$ cat src/rtl/agc_step_ctrl.sv
// Gain-step controller: times three detector intervals per frame, runs the
// threshold decision and steps the PGA select, holding off after each change.
module agc_step_ctrl #(
  parameter int          bit_width  = 22,
  parameter int          td         = 124420,
  parameter logic [3:0]  SEL_INIT   = 4'd15,
  parameter int          UP_CNT     = 4,
  parameter int          SETTLE_CYC = 16
) (
  input  logic       clk,
  input  logic       rst_n,
  input  logic       start,
  input  logic       ori_a_mark,
  input  logic       ori_b_mark,
  input  logic       amp_mark,
  output logic [3:0] sel,
  output logic       sel_valid,
  output logic       amp_ok,
  output logic       timeout,
  output logic       busy
);

  typedef enum logic [2:0] {
    IDLE,
    MEAS_A,
    MEAS_B,
    MEAS_AMP,
    DECIDE,
    SETTLE
  } state_t;

  localparam logic [bit_width-1:0] CNT_MAX     = '1;
  localparam logic [bit_width-1:0] TD_W        = bit_width'(td);
  localparam logic [7:0]           SETTLE_LAST = 8'(SETTLE_CYC - 1);
  localparam logic [3:0]           UP_LAST     = 4'(UP_CNT - 1);

  state_t               state_reg;
  logic [bit_width-1:0] cnt_reg;
  logic [7:0]           settle_cnt_reg;
  logic [3:0]           ok_cnt_reg;
  logic [bit_width-1:0] t_a_reg;
  logic [bit_width-1:0] t_b_reg;
  logic [bit_width-1:0] t_amp_reg;
  logic                 to_flag_reg;

  logic [bit_width-1:0] cnt_inc;
  logic [bit_width-1:0] tmp;
  logic                 phase_mark;
  logic                 phase_done;
  logic                 ok;

  // cnt_inc is the cycle count in the current phase including this cycle; at
  // saturation it already equals all-ones, so it doubles as the latched value.
  always_comb begin
    cnt_inc    = cnt_reg + 1'b1;
    phase_mark = ((state_reg == MEAS_A)   && ori_a_mark) ||
                 ((state_reg == MEAS_B)   && ori_b_mark) ||
                 ((state_reg == MEAS_AMP) && amp_mark);
    phase_done = phase_mark || (cnt_inc == CNT_MAX);
    tmp        = t_a_reg + t_b_reg + TD_W;
    ok         = (tmp > t_amp_reg);
  end

  always_ff @(posedge clk or negedge rst_n) begin
    if (!rst_n) begin
      state_reg      <= IDLE;
      cnt_reg        <= '0;
      settle_cnt_reg <= '0;
      ok_cnt_reg     <= '0;
      t_a_reg        <= '0;
      t_b_reg        <= '0;
      t_amp_reg      <= '0;
      to_flag_reg    <= 1'b0;
      sel            <= SEL_INIT;
      sel_valid      <= 1'b0;
      amp_ok         <= 1'b0;
      timeout        <= 1'b0;
      busy           <= 1'b0;
    end else begin
      sel_valid <= 1'b0;
      case (state_reg)
        IDLE: begin
          if (start) begin
            state_reg   <= MEAS_A;
            cnt_reg     <= '0;
            timeout     <= 1'b0;
            to_flag_reg <= 1'b0;
            busy        <= 1'b1;
          end
        end

        MEAS_A: begin
          if (phase_done) begin
            t_a_reg     <= cnt_inc;
            cnt_reg     <= '0;
            to_flag_reg <= to_flag_reg | ~phase_mark;
            state_reg   <= MEAS_B;
          end else begin
            cnt_reg <= cnt_inc;
          end
        end

        MEAS_B: begin
          if (phase_done) begin
            t_b_reg     <= cnt_inc;
            cnt_reg     <= '0;
            to_flag_reg <= to_flag_reg | ~phase_mark;
            state_reg   <= MEAS_AMP;
          end else begin
            cnt_reg <= cnt_inc;
          end
        end

        MEAS_AMP: begin
          if (phase_done) begin
            t_amp_reg   <= cnt_inc;
            cnt_reg     <= '0;
            to_flag_reg <= to_flag_reg | ~phase_mark;
            state_reg   <= DECIDE;
          end else begin
            cnt_reg <= cnt_inc;
          end
        end

        DECIDE: begin
          sel_valid      <= 1'b1;
          amp_ok         <= ok;
          timeout        <= to_flag_reg;
          settle_cnt_reg <= '0;
          state_reg      <= IDLE;
          busy           <= 1'b0;
          if (to_flag_reg) begin
            ok_cnt_reg <= '0;
          end else if (!ok) begin
            ok_cnt_reg <= '0;
            if (sel != 4'd0) begin
              sel       <= sel - 4'd1;
              state_reg <= SETTLE;
              busy      <= 1'b1;
            end
          end else if (ok_cnt_reg == UP_LAST) begin
            ok_cnt_reg <= '0;
            if (sel != 4'd15) begin
              sel       <= sel + 4'd1;
              state_reg <= SETTLE;
              busy      <= 1'b1;
            end
          end else begin
            ok_cnt_reg <= ok_cnt_reg + 4'd1;
          end
        end

        SETTLE: begin
          if (settle_cnt_reg == SETTLE_LAST) begin
            state_reg <= IDLE;
            busy      <= 1'b0;
          end else begin
            settle_cnt_reg <= settle_cnt_reg + 8'd1;
          end
        end

        default: begin
          state_reg <= IDLE;
          busy      <= 1'b0;
        end
      endcase
    end
  end

endmodule

$ cat config.mk
export PLATFORM = sky130hd
export DESIGN_NAME = agc_step_ctrl
export DESIGN_NICKNAME = d
export VERILOG_FILES = /design/src/rtl/agc_step_ctrl.sv
export SDC_FILE = /design/constraint.sdc
export NUM_CORES = 1
export LEC_CHECK = 0
export BUFFER_PORTS_ARGS = -buffer_cell sky130_fd_sc_hd__buf_2
export CELL_PAD_IN_SITES_DETAIL_PLACEMENT = 0
export CELL_PAD_IN_SITES_GLOBAL_PLACEMENT = 2
export CORE_MARGIN = 4
export CORE_UTILIZATION = 45
export CTS_CLUSTER_DIAMETER = 200
export DETAILED_ROUTE_END_ITERATION = 10
export GPL_ROUTABILITY_DRIVEN = 0
export GPL_TIMING_DRIVEN = 0
export PLACE_DENSITY_LB_ADDON = 0.1
export SKIP_LAST_GASP = 1
export SYNTH_ARGS = -nofsm -noshare
export SYNTH_HDL_FRONTEND = slang
export SYNTH_SLANG_ARGS = --single-unit
$ cat constraint.sdc
create_clock -name clk -period 13.7 [get_ports clk]
set_input_delay 2.055 -clock clk [delete_from_list [all_inputs] [get_ports clk]]
set_output_delay 2.055 -clock clk [all_outputs]
set_load 0.02 [all_outputs]
==> impl_metrics.csv <==
group,metric,value,unit
pwr,leakagePower,3.75,nW
global_route,grt_overflow_total,0,
logic_synthesis,async_reset_ff_share,100,%
logic_synthesis,netlist-cell-type-count,73,
clock_network,numCtsBuffers,9,
flow_run,maxCapViolCount,0,
layout,fin_nets,821,
setup_path,cpPeakStageDelay,0.78,ns
setup_path,crit_chain,"ha_1 -> ha_1 -> inv_1 -> fa_1 -> nor2b_1 -> o31a_1 -> o211ai_1 -> a211oi_1 -> o41ai_1 -> o211ai_1 -> ha_1 -> nand4_1 -> nor4_1 -> o31ai_1 -> a31oi_1 -> inv_1 -> ha_1 -> a21o_1 -> a21oi_1 -> xor2_1 -> nand2_1 -> xnor2_1",
detailed_routing,wl,16.8,mm
pwr,switching_power,646,uW
clock_network,tritoncts,"built",
min_path,hp-start,"t_a_reg[13]",
sta,period_minus_slack,6.76,ns
setup_path,reg2reg_from,"t_a_reg[1]",
die,die_area,18600,um2
logic_synthesis,synth_cells,719,
logic_synthesis,syn-mean-instance-area,10.3,um2
sta,skew,0.0132,ns
clock_network,cts.hold.buffers_added,0,
global_route,grt_use_total,19.6,%
detailed_routing,drtIter0Drc,325,
global_route,antenna_found_initial,0,
logic_synthesis,synth_edf_count,0,
logic_synthesis,synthesis.nets,796,
setup_path,slowest_stage,"a31oi_1",
pwr,powerDensity,186,nW/um2
detailed_routing,drtPass1Iterations,4,
setup_path,crit_top_cell,"ha_1",
sta,max-slew-margin-rel,24.0,%
clock_network,cts_max_path_buffers,2,
detailed_routing,viasPerCell,5.57,
clock_network,clk_pin_slew,0.08,ns
clock_network,post_cts_buffers,0,
pwr,p_clk_share,19.4,%
outcome,status,"finished clean",
detailed_routing,ant_nets,0,
clock_network,clock-root-buffer,"clkbuf_16",
logic_synthesis,ys_seq_area_share,38.0,%
clock_network,clkLatencyLatePin,0.36,ns
die,die_w,136,um
setup_path,r2r_setup_slack,6.94,ns
sta,fin_setup_tns,0,ns
clock_network,postCtsResizedCells,0,
sta,rsz0062_at_grt,"no",
logic_synthesis,synth_flop_cell,"dfrtp_1",
die,die_h,136,um
placed_design,placed_area,7760,um2
pwr,p_int,855,uW
placed_design,hpwl,12.9,mm
clock_network,cts_sinks,112,
global_route,grt_pass1_wl,28.6,mm
setup_path,crit_fanout,6,
min_path,hold_end,"t_a_reg[13]",
die,core_area,16000,um2
setup_path,startpoint_type,"register",
sta,post-route-period-util,49.4,%
min_path,min_path_cells,1,
die,rows,46,
sta,drv_slew,0,
setup_path,path_class,"reg -> reg",
placed_design,port_buffers,13,
global_route,grt_pass1_vias,5409,
global_route,grt_max_degree,64,
pwr,vdd_drop_max,99.5,uV
pwr,seqPwrFrac,28.6,%
sta,max_freq,148,MHz
setup_path,worstSetupEndpointType,"register",
detailed_routing,drc,0,
detailed_routing,wl_per_cell,17.4,um
sta,finalHoldViolCount,0,
setup_path,crit_required,13.99,ns
sta,finalSetupViolCount,0,
sta,whs,0.486,ns
min_path,hp-class,"reg -> reg",
clock_network,cts.htree.levels,3,
logic_synthesis,synth_area,7400,um2
die,start_util,46.2,%
layout,diodes,0,
setup_path,reg2regPathDepth,22,
layout,fillCellCount,1535,
logic_synthesis,yosys_register_bits,112,
layout,design_area,8090,um2
detailed_routing,vias,5372,
layout,synthToLayoutAreaGrowth,9.39,%
setup_path,crit_arrival,7.05,ns
setup_path,r2r-end,"sel[3]",
layout,layout-drive-gt1-share,14.2,%
logic_synthesis,yosysWarnings,0,
sta,tightest_slew,1.13,ns
die,io_pins,14,
pwr,combPwrFrac,52.0,%
pwr,switching_share,43.0,%
[worst max-delay path, delay by kind of cell (launching register included)]
family / cells / cell delay [ns]
AOI/OAI and AO/OA: 9 / 2.99
adders and majority gates: 5 / 1.46
and+or+nand+nor: 4 / 1.12
DFF: 1 / 0.40
buffers and inverters: 2 / 0.36
xor gates and xnor gates: 2 / 0.33
[cells in the mapped netlist (all sizes together), types with 10 or more instances]
cell / count / area share (%)
mux2: 50 / 9.1
nor4: 10 / 1.1
xor2: 13 / 1.5
a21oi: 38 / 2.6
buf: 11 / 1.3
nor2: 26 / 1.3
o31ai: 10 / 1.0
ha: 69 / 12
clkbuf: 14 / 0.78
inv: 70 / 3.6
nand4: 16 / 1.8
dfrtp: 108 / 37
nand3: 20 / 1.4
nor3: 17 / 1.1
xnor2: 24 / 2.8
o21ai: 27 / 1.8
a22o: 12 / 1.4
mux2i: 13 / 1.8
and3: 10 / 0.86
nand2: 49 / 2.5
[through the flow]
step	utilization (%)	std cells	setup slack, ns	power [mW]
after floorplan	-	719	8.76	0.994
after global placement	48.3	948	7.16	1.19
after detailed placement	48.5	949	6.97	1.22
after CTS	50.6	965	6.93	1.52
after global routing	50.6	965	6.61	1.63
final	50.6	965	6.94	1.50
[per-layer routing]
metal  up-vias  GRT usage, %  part of all wire [%]
met5         -             0                     0
met3        14          2.11                   2.1
li1       2666             -                     -
met1      2641          29.2                    50
met2        51          30.2                    46
met4         0          5.38                   1.3
[worst max-delay path by stage]
stage | startpoint | to | slack (ns) | depth (start not counted)
finish | t_a_reg[1] | sel[3] | 6.94 | 22
global route | t_b_reg[9] | sel[3] | 6.61 | 23
CTS | t_a_reg[1] | sel[3] | 6.93 | 22
detailed placement | t_a_reg[1] | sel[3] | 6.97 | 22
global placement | t_a_reg[1] | sel[3] | 7.16 | 23
floorplan | t_a_reg[9] | sel[3] | 8.76 | 23
[kinds of logic after synthesis]
logic type               synth area share (%)
flip-flops                               38.0
multiplexers                             10.9
AO/OA/AOI/OAI                            15.6
adder cells (fa/ha/maj)                  12.2
XOR/XNOR                                 4.38
buffers and inverters                    5.67
AND/OR/NAND/NOR                          13.3
[power groups by stage]
stage                     clock [mW]  combinational, mW  sequential (mW)
after floorplan                    0              0.559            0.434
after CTS                      0.301              0.785            0.430
after global placement             0              0.757            0.434
final                          0.291              0.781            0.430
after global routing           0.316              0.877            0.439
after detailed placement           0              0.780            0.437
[placed cells by master, fill, tap and decap left out, types with 10 or more instances in the layout]
cell type | Yosys | routed
o31ai_1 | 10 | 10
nand3_1 | 20 | 20
buf_2 | 4 | 16
inv_1 | 70 | 70
xnor2_1 | 24 | 24
a21oi_1 | 38 | 38
nand4_1 | 14 | 14
mux2i_1 | 13 | 13
mux2_4 | 30 | 30
nor3_1 | 17 | 17
mux2_1 | 12 | 12
ha_1 | 69 | 69
nand2_1 | 49 | 49
o21ai_0 | 27 | 27
nor2_1 | 26 | 26
xor2_1 | 13 | 13
clkbuf_1 | 10 | 10
a22o_1 | 12 | 12
dfrtp_1 | 108 | 108
[layout make-up]
cell class	count	area (um2)	area share (%)
Sequential cell	112	2810	34.7
Clock buffer	9	225	2.78
Timing Repair Buffer	14	95.1	1.18
Clock inverter	7	104	1.28
Buffer	25	153	1.89
Multi-Input combinational cell	511	4170	51.5
Tap cell	216	270	3.34
Inverter	71	267	3.29
(Power assumes the default switching activity.)
